<file path="src/rtl/pack_recv.sv">
// ---------------------------------------------------------------------------
// pack_recv -- UART (8N1) receiver that pairs consecutive bytes into packets.
//
// A bit-level receiver recovers bytes from the serial line; a small assembler
// collects two valid bytes and presents them together with a one-cycle strobe.
//
// Parameters
//   CLKS_PER_BIT  i_Clock cycles per UART bit (minimum 4)
//   TIMEOUT_CLKS  inter-byte timeout in clocks (only with PACK_RECV_TIMEOUT_EN)
//
// Build option
//   PACK_RECV_TIMEOUT_EN  when defined, a half-received packet is dropped if
//                         the line stays idle for TIMEOUT_CLKS clocks between
//                         the first and second byte.
//
// Ports
//   i_Clock      in   sole clock, rising edge
//   i_Rst_n      in   asynchronous active-low reset
//   i_en         in   packet capture enable
//   i_Rx_Serial  in   UART line, idle high, asynchronous to i_Clock
//   o_data_one   out  first byte of the last complete packet
//   o_data_two   out  second byte of the last complete packet
//   o_Pkt_DV     out  one-cycle pulse: new packet on o_data_one/o_data_two
//   o_Rx_Active  out  high from start-bit detect to end of stop bit
//   o_Frame_Err  out  one-cycle pulse: stop bit sampled low
// ---------------------------------------------------------------------------
module pack_recv #(
    parameter int CLKS_PER_BIT = 87,
    parameter int TIMEOUT_CLKS = 1740
) (
    input  logic       i_Clock,
    input  logic       i_Rst_n,
    input  logic       i_en,
    input  logic       i_Rx_Serial,
    output logic [7:0] o_data_one,
    output logic [7:0] o_data_two,
    output logic       o_Pkt_DV,
    output logic       o_Rx_Active,
    output logic       o_Frame_Err
);

    localparam int CNT_W = $clog2(CLKS_PER_BIT);
    // The start-bit re-sample happens on the edge where the count reaches
    // CLKS_PER_BIT/2, i.e. while the register still holds one less.  With the
    // two-flop synchronizer plus the IDLE detect cycle this lands every sample
    // close to mid-bit, which keeps back-to-back bytes aligned.
    localparam logic [CNT_W-1:0] HALF_M1 = CNT_W'(CLKS_PER_BIT / 2 - 1);
    localparam logic [CNT_W-1:0] FULL_M1 = CNT_W'(CLKS_PER_BIT - 1);

    generate
        if (CLKS_PER_BIT < 4 || TIMEOUT_CLKS < 2) begin : g_param_check
            $error("pack_recv: CLKS_PER_BIT must be >= 4 and TIMEOUT_CLKS >= 2");
        end
    endgenerate

    typedef enum logic [2:0] {
        IDLE,
        START,
        DATA,
        STOP,
        CLEANUP
    } state_t;

    // ------------------------------------------------------------------
    // Two-flop synchronizer; both stages reset to the idle line level so a
    // line that is low at reset release is seen only after two clocks.
    // ------------------------------------------------------------------
    logic rx_meta_reg;
    logic rx_sync_reg;

    always_ff @(posedge i_Clock or negedge i_Rst_n) begin
        if (!i_Rst_n) begin
            rx_meta_reg <= 1'b1;
            rx_sync_reg <= 1'b1;
        end else begin
            rx_meta_reg <= i_Rx_Serial;
            rx_sync_reg <= rx_meta_reg;
        end
    end

    // ------------------------------------------------------------------
    // Bit receiver
    // ------------------------------------------------------------------
    state_t           state_reg;
    logic [CNT_W-1:0] clk_cnt_reg;
    logic [2:0]       bit_idx_reg;
    logic [7:0]       shift_reg;

    logic start_det;
    logic stop_tick;
    logic byte_done;
    logic frame_bad;

    assign start_det = (state_reg == IDLE) && !rx_sync_reg;
    assign stop_tick = (state_reg == STOP) && (clk_cnt_reg == FULL_M1);
    assign byte_done = stop_tick && rx_sync_reg;
    assign frame_bad = stop_tick && !rx_sync_reg;

    always_ff @(posedge i_Clock or negedge i_Rst_n) begin
        if (!i_Rst_n) begin
            state_reg   <= IDLE;
            clk_cnt_reg <= '0;
            bit_idx_reg <= 3'd0;
            shift_reg   <= 8'h00;
            o_Rx_Active <= 1'b0;
            o_Frame_Err <= 1'b0;
        end else begin
            o_Frame_Err <= 1'b0;
            case (state_reg)
                IDLE: begin
                    clk_cnt_reg <= '0;
                    if (!rx_sync_reg) begin
                        state_reg   <= START;
                        o_Rx_Active <= 1'b1;
                    end
                end

                START: begin
                    if (clk_cnt_reg == HALF_M1) begin
                        clk_cnt_reg <= '0;
                        if (!rx_sync_reg) begin
                            state_reg   <= DATA;
                            bit_idx_reg <= 3'd0;
                        end else begin
                            // Line went back high: glitch, not a start bit.
                            state_reg   <= IDLE;
                            o_Rx_Active <= 1'b0;
                        end
                    end else begin
                        clk_cnt_reg <= clk_cnt_reg + CNT_W'(1);
                    end
                end

                DATA: begin
                    if (clk_cnt_reg == FULL_M1) begin
                        clk_cnt_reg <= '0;
                        // LSB arrives first, so shift in from the top.
                        shift_reg   <= {rx_sync_reg, shift_reg[7:1]};
                        bit_idx_reg <= bit_idx_reg + 3'd1;
                        if (bit_idx_reg == 3'd7) begin
                            state_reg <= STOP;
                        end
                    end else begin
                        clk_cnt_reg <= clk_cnt_reg + CNT_W'(1);
                    end
                end

                STOP: begin
                    if (clk_cnt_reg == FULL_M1) begin
                        clk_cnt_reg <= '0;
                        o_Frame_Err <= !rx_sync_reg;
                        state_reg   <= CLEANUP;
                    end else begin
                        clk_cnt_reg <= clk_cnt_reg + CNT_W'(1);
                    end
                end

                CLEANUP: begin
                    o_Rx_Active <= 1'b0;
                    state_reg   <= IDLE;
                end

                default: begin
                    state_reg   <= IDLE;
                    o_Rx_Active <= 1'b0;
                end
            endcase
        end
    end

    // ------------------------------------------------------------------
    // Optional inter-byte timeout
    // ------------------------------------------------------------------
    logic byte_idx_reg;
    logic tmo_expire;

`ifdef PACK_RECV_TIMEOUT_EN
    localparam int TMO_W = $clog2(TIMEOUT_CLKS);
    localparam logic [TMO_W-1:0] TMO_LAST = TMO_W'(TIMEOUT_CLKS - 1);

    logic [TMO_W-1:0] tmo_cnt_reg;

    // A start bit arriving on the expiry cycle takes precedence: the packet
    // in progress is kept because its second byte is now on the way.
    assign tmo_expire = byte_idx_reg && (state_reg == IDLE) && !start_det &&
                        (tmo_cnt_reg == TMO_LAST);

    always_ff @(posedge i_Clock or negedge i_Rst_n) begin
        if (!i_Rst_n) begin
            tmo_cnt_reg <= '0;
        end else if (start_det || !byte_idx_reg || tmo_expire) begin
            tmo_cnt_reg <= '0;
        end else if (state_reg == IDLE) begin
            tmo_cnt_reg <= tmo_cnt_reg + TMO_W'(1);
        end
    end
`else
    assign tmo_expire = 1'b0;
`endif

    // ------------------------------------------------------------------
    // Packet assembler
    // ------------------------------------------------------------------
    logic [7:0] hold_reg;

    always_ff @(posedge i_Clock or negedge i_Rst_n) begin
        if (!i_Rst_n) begin
            byte_idx_reg <= 1'b0;
            hold_reg     <= 8'h00;
            o_data_one   <= 8'h00;
            o_data_two   <= 8'h00;
            o_Pkt_DV     <= 1'b0;
        end else begin
            o_Pkt_DV <= 1'b0;
            if (byte_done) begin
                if (!i_en) begin
                    byte_idx_reg <= 1'b0;
                end else if (!byte_idx_reg) begin
                    hold_reg     <= shift_reg;
                    byte_idx_reg <= 1'b1;
                end else begin
                    o_data_one   <= hold_reg;
                    o_data_two   <= shift_reg;
                    o_Pkt_DV     <= 1'b1;
                    byte_idx_reg <= 1'b0;
                end
            end else if (frame_bad || tmo_expire) begin
                // Drop any half-built packet.
                byte_idx_reg <= 1'b0;
            end
        end
    end

endmodule
</file>
<file path="config.mk">
export PLATFORM = sky130hd
export DESIGN_NAME = pack_recv
export DESIGN_NICKNAME = d
export VERILOG_FILES = /design/src/rtl/pack_recv.sv
export SDC_FILE = /design/constraint.sdc
export NUM_CORES = 1
export LEC_CHECK = 0
export ABC_AREA = 1
export BUFFER_PORTS_ARGS = -buffer_cell sky130_fd_sc_hd__buf_4
export CORE_MARGIN = 1.5
export CORE_UTILIZATION = 55
export CTS_CLUSTER_DIAMETER = 120
export DETAILED_ROUTE_END_ITERATION = 10
export HOLD_SLACK_MARGIN = 0.03
export PLACE_DENSITY = 0.75
export SYNTH_ARGS = -nofsm -noshare
export SYNTH_HDL_FRONTEND = slang
export SYNTH_SLANG_ARGS = --single-unit
</file>
<file path="constraint.sdc">
create_clock -name i_Clock -period 1.83 [get_ports i_Clock]
set_input_delay 0.0915 -clock i_Clock [delete_from_list [all_inputs] [get_ports i_Clock]]
set_output_delay 0.0915 -clock i_Clock [all_outputs]
set_load 0.005 [all_outputs]
</file>
==> summary.txt, run 1 <==
Outcome
  • Status: complete, no violations

Logic synthesis
  • Post-synth top area share: 0.5136
  • Synthesis Warnings: 0
  • Seq/Total Area, Yosys: 0.5356
  • Top FF cell, synth: dfrtp_1
  • Syn_nets: 270
  • Synth cell types: 31
  • Number of flops mapped to enable cells by yosys: 0
  • Top cell type by total area after synthesis: dfrtp_1
  • Avg Cell Area, Syn: 9.112 sq um
  • Synth Cell Area: 2387 sq um
  • Leading post-synthesis cells by cell area: dfrtp_1, nand2_1, o21ai_2
  • Top-count cell post-synth: nand2_1
  • Synth Register Bits: 51
  • Post-Synthesis Cells: 262
  • Post-synth ARST share: 1.000
  • Synth top cells by count: nand2_1, dfrtp_1, inv_1

Route
  • WL/cell: 12.62 um
  • Drt first pass iters: 4
  • DRT Wirelength: 4355 um
  • Initial DRC Count: 149
  • Via density: 5.038
  • Vias: 1,738
  • ANT nets after route: 0
  • DRC Markers: 0

Power
  • Total Power: 2.861 mW
  • VDD IR max: 0.7625 mV
  • Pleak: 1.431 nW
  • P per Cell Area: 1035 nW/um^2

Placement
  • Gpl congestion: 0.9204
  • I/O Buffers: 22
  • Detail Placement HPWL: 2893 um
  • Inst Count DP: 332
  • Pre-CTS WS: -0.3147 ps

Critical path
  • Critical path arrival: 1880 ps
  • R2r setup slk: 150 ps
  • Setup Crit Path Kind: reg2reg
  • Worst EP required: 2030 ps
  • CP Launch Type: flop
  • Critical register-to-register path endpoint: o_data_two[4]$_DFFE_PN0P_
  • Worst r2r src: clk_cnt_reg[0]$_DFFE_PN0P_
  • Worst R2R Path Depth: 10
  • Worst Setup End Kind: flop
  • Worst-path fanout max: 8

Clocking
  • Root buf cell: clkbuf_8
  • Htree depth: 2
  • Worst-Skew Late Latency: 310 ps
  • Clock transition at path regs: 90 ps
  • CTS Buffer Depth: 2
  • CTS tree: done
  • Num CTS Buffers: 5
  • CTS Sinks: 51

Layout
  • Area grow syn2layout: 15.83%
  • Final Util: 0.6767
  • # fillers: 355
  • Post-route insts no fill: 345
  • Share of cells above drive strength 1: 0.2508
  • Diode count: 0
  • Final nets: 302

Floorplan
  • Core Box Area: 4086 sq um
  • Initial Utilization: 0.5842
  • Top-Level Pins: 23
  • Die Y: 68.88 um
  • Die Width: 68.88 um
  • Site row count: 23
  • Die ar.: 4744 sq um

STA
  • Max frequency: 0.5954 GHz
  • Slew @ Worst Pin: 630.3 ps
  • Tcrit/Tclk final: 0.9178
  • Period minus WS final: 1680 ps
  • Fin. Hold Viols: 0
  • Setup Viol. Count Final: 0
  • Final setup TNS: 0 ps
  • RSZ-0062 raised after global routing: no
  • Final Slew Violations: 0
  • Setup ws final: 150.4 ps
  • Worst slew margin: 0.5798
  • Final Skew: 9.756 ps

Global route
  • Pin count of the biggest net entering global routing: 52
  • Vias in the first global route: 1,596
  • First-pass GRT wire length: 7196 um
  • Gr usage total: 0.2082
  • Gr ovfl total: 0
  • Initial antenna violation count: 0

Min path
  • Hold WC Path Type: in2async

Run
  • Max cap viols: 0
[report_power, final]
| part | internal, mW | total (mW) | leakage (nW) | switching (mW) |
|---|---|---|---|---|
| Clock | 0.309 | 0.684 | 0.0474 | 0.375 |
| Sequential | 1.23 | 1.34 | 0.689 | 0.117 |
| Combinational | 0.298 | 0.833 | 0.694 | 0.535 |
| Total | 1.83 | 2.86 | 1.43 | 1.03 |
[cells by family after synthesis]
family	after synthesis	share of synthesized area
compound gates	29	0.08753
fa+ha+maj	4	0.02097
flops	51	0.5356
xor+xnor	4	0.01467
buf+inv	41	0.07704
simple gates	133	0.2642
[area by class of cell]
cell class	instances	area, sq um	share of cell area
Sequential cell	51	1279	0.4624
Clock inverter	2	16.27	0.005882
Tap cell	50	62.56	0.02262
Inverter	37	145.1	0.05249
Multi-Input combinational cell	171	952.2	0.3443
Timing Repair Buffer	28	227.7	0.08235
Clock buffer	6	82.58	0.02986
[placed cells by master (no fill, tap or decap), types with 3 or more instances in the layout]
master and count:
buf_4 25, clkbuf_8 6, dfrtp_1 49, ha_1 3
inv_1 30, inv_2 4, nand2_1 89, nand2_2 3
nand3_1 14, nand3_4 3, nor2_1 13, o211ai_1 3
o21ai_0 8, o21ai_2 14, xor2_1 4
[layer usage]
| metal | wire length (um) | up-vias | track usage |
|---|---|---|---|
| met5 | 0 | - | 0 |
| met4 | 63 | 0 | 0.09069 |
| met3 | 155 | 7 | 0.03409 |
| met2 | 1914 | 30 | 0.3137 |
| met1 | 2221 | 819 | 0.2976 |
| li1 | - | 882 | - |
[worst max-delay path by stage]
stage	cells after the start	to	from
CTS	9	o_data_one[6]$_DFFE_PN0P_	clk_cnt_reg[0]$_DFFE_PN0P_
floorplan	10	o_data_two[3]$_DFFE_PN0P_	clk_cnt_reg[0]$_DFFE_PN0P_
global route	10	o_data_two[2]$_DFFE_PN0P_	clk_cnt_reg[0]$_DFFE_PN0P_
detailed placement	10	o_data_one[2]$_DFFE_PN0P_	clk_cnt_reg[0]$_DFFE_PN0P_
finish	10	o_data_two[4]$_DFFE_PN0P_	clk_cnt_reg[0]$_DFFE_PN0P_
global placement	10	o_data_one[1]$_DFFE_PN0P_	clk_cnt_reg[0]$_DFFE_PN0P_
[repair_timing]
action | 4_1_cts | 5_1_grt
pin swaps | 0 | 1
hold endpoints to repair | 50 | 0
resized for setup | 0 | 4
gates cloned | 1 | 0
buffers inserted | 0 | 2
endpoints found under the setup margin | 3 | 15
hold buffers | 2 | 0
[through the flow]
| stage | instance area [sq um] | hold WS (ps) |
|---|---|---|
| 6_report | 2765 | 334.8 |
| 5_1_grt | 2765 | 359.3 |
| 4_1_cts | 2720 | 334.8 |
| 3_5_place_dp | 2591 | 152.8 |
| 3_3_place_gp | 2591 | 151.6 |
| 2_1_floorplan | 2387 | -204.1 |
[critical path, cell delays in order (launching register included)]
cell     delay [ps]
dfrtp_1         440
inv_2            80
ha_2            200
nand2_1          60
inv_1            90
nand3_4         110
nor2_4          200
nand3_4         120
buf_12          160
nand2_1          70
o21ai_2          50
Note: power is estimated with default switching activity, not from simulation.
==> run 2, diff against run 1 <==
==> constraint.sdc (replaced) <==
create_clock -name i_Clock -period 1.9 [get_ports i_Clock]
set_input_delay 0.095 -clock i_Clock [delete_from_list [all_inputs] [get_ports i_Clock]]
set_output_delay 0.095 -clock i_Clock [all_outputs]
set_load 0.005 [all_outputs]
==> run 2 against run 1 <==
- clock-buffer cell count is the same
- design area fell by 0.63%
- clock power shrank 5.1%
- worst hold slack worse by 9.2 ps
- non-clock buffer count shrank 1
- first-iteration DRC count fell by 37%
- sequential power decreased by 4%
- total power fell by 5.3%
- via count fell by 0.75%
- core utilization shrank 0.43 points
- highest routed layer unchanged
==> summary.txt, run 2 (same netlist as run 1, synthesis figures left out) <==
Outcome
  • Status: complete, no violations

Global route
  • Gr usage total: 0.2019
  • M3 GR Usage: 0.03409
  • Vias in the first global route: 1,561
  • Gr ovfl total: 0
  • GR Util met2: 0.3137
  • Grt met1 use: 0.2895
  • GR peak layer: met2
  • Initial antenna violation count: 0
  • Pin count of the biggest net entering global routing: 52
  • First-pass GRT wire length: 7079 um

Critical path
  • Critical register-to-register path endpoint: clk_cnt_reg[5]$_DFFE_PN0P_
  • Worst-path fanout max: 5
  • R2r setup slk: 220 ps
  • Setup Crit Path Kind: reg2reg
  • CP Launch Type: flop
  • Worst r2r src: clk_cnt_reg[0]$_DFFE_PN0P_
  • Worst R2R Path Depth: 9
  • Critical path arrival: 1920 ps
  • Worst EP required: 2140 ps
  • Worst Setup End Kind: flop

Min path
  • Worst hold stages: 5
  • Min-delay src: i_en
  • Endpoint, Worst Hold: hold_reg[4]$_DFFE_PN0P_
  • Hold WC Path Type: in2reg

Layout
  • Final nets: 301
  • Diode count: 0
  • Share of cells above drive strength 1: 0.2415
  • Commonest non-fill, non-tap cell in the layout: nand2_1
  • Most frequent cells in the layout: nand2_1, dfrtp_1, inv_1
  • Area grow syn2layout: 15.09%
  • # fillers: 317
  • Post-route insts no fill: 344

STA
  • Period minus WS final: 1679 ps
  • Tcrit/Tclk final: 0.8839
  • RSZ-0062 raised after global routing: no
  • Final setup TNS: 0 ps
  • Fin. Hold Viols: 0
  • Max frequency: 0.5955 GHz
  • Final Slew Violations: 0
  • Setup Viol. Count Final: 0
  • Final Skew: 4.258 ps
  • Worst slew margin: 0.5880
  • Slew @ Worst Pin: 618.0 ps

Placement
  • Detail Placement HPWL: 2875 um
  • I/O Buffers: 22
  • Inst Count DP: 331
  • Gpl congestion: 0.9134

Clocking
  • Clock transition at path regs: 90 ps
  • CTS Sinks: 51
  • CTS Buffer Depth: 2
  • Htree depth: 2
  • Worst-Skew Late Latency: 300 ps
  • CTS tree: done
  • Num CTS Buffers: 5
  • Root buf cell: clkbuf_8

Route
  • WL/cell: 12.39 um
  • Initial DRC Count: 94
  • Vias: 1,725
  • Drt first pass iters: 4
  • Via density: 5.015
  • ANT nets after route: 0
  • DRT Wirelength: 4262 um
  • DRC Markers: 0

Floorplan
  • Die ar.: 4744 sq um
  • Core Box Area: 4086 sq um
  • Die Y: 68.88 um
  • Site row count: 23
  • Die Width: 68.88 um
  • Top-Level Pins: 23
  • Initial Utilization: 0.5842

Power
  • P per Cell Area: 986.5 nW/um^2
  • VDD IR max: 0.6766 mV
  • Pleak: 1.429 nW
  • Total Power: 2.710 mW

Run
  • Max cap viols: 0
run 2: critical path, cell delays in order, from the launching register on:
cell	delay, ps
dfrtp_1	410
inv_1	70
ha_1	230
nand2_1	70
inv_1	40
nand3_2	120
inv_1	70
o21ai_0	400
nand2_1	120
nand2_1	80
run 2: what timing repair did:
item / 4_1_cts / 5_1_grt
endpoints found under the setup margin: 0 / 17
gates resized for setup: 0 / 1
buffers inserted: 0 / 2
hold endpoints to repair: 50 / 0
hold buffers: 2 / 0
run 2: how the worst max path moves through the flow:
stage / from / endpoint / depth (start not counted)
after global routing: clk_cnt_reg[0]$_DFFE_PN0P_ / o_data_one[5]$_DFFE_PN0P_ / 10
after CTS: clk_cnt_reg[0]$_DFFE_PN0P_ / o_data_one[2]$_DFFE_PN0P_ / 10
final: clk_cnt_reg[0]$_DFFE_PN0P_ / clk_cnt_reg[5]$_DFFE_PN0P_ / 9
after detailed placement: clk_cnt_reg[0]$_DFFE_PN0P_ / o_data_one[2]$_DFFE_PN0P_ / 10
after global placement: clk_cnt_reg[0]$_DFFE_PN0P_ / o_data_one[1]$_DFFE_PN0P_ / 10
after floorplan: clk_cnt_reg[0]$_DFFE_PN0P_ / o_data_two[3]$_DFFE_PN0P_ / 10
run 2: layout make-up:
cell class	instances	area, sq um	area share
Clock buffer	6	82.58	0.03005
Timing Repair Buffer	27	220.2	0.08015
Tap cell	50	62.56	0.02277
Sequential cell	51	1279	0.4654
Inverter	37	145.1	0.05282
Multi-Input combinational cell	171	942.2	0.3429
Clock inverter	2	16.27	0.005920
run 2: metal layers:
metal  vias up  share of wire
met5         -              0
li1        886              -
met2        31           0.45
met3         7          0.031
met4         0          0.016
met1       801           0.50
run 2: metrics by stage:
stage / instance area [sq um] / worst slack [ps] / util / hold slack [ps]
2_1_floorplan: 2387 / 399.8 / - / -200.6
3_3_place_gp: 2584 / 161.5 / 0.6323 / 154.8
3_5_place_dp: 2584 / 86.60 / 0.6323 / 159.2
4_1_cts: 2703 / 71.27 / 0.6614 / 315.1
5_1_grt: 2748 / 40.47 / 0.6724 / 344.4
6_report: 2748 / 220.6 / 0.6724 / 325.6
run 2: where the power goes:
group          leakage, nW  total, mW  switching [mW]  internal, mW
sequential           0.689       1.29           0.108          1.18
clock               0.0474      0.649           0.352         0.297
combinational        0.692      0.772           0.508         0.264
total                 1.43       2.71           0.967          1.74
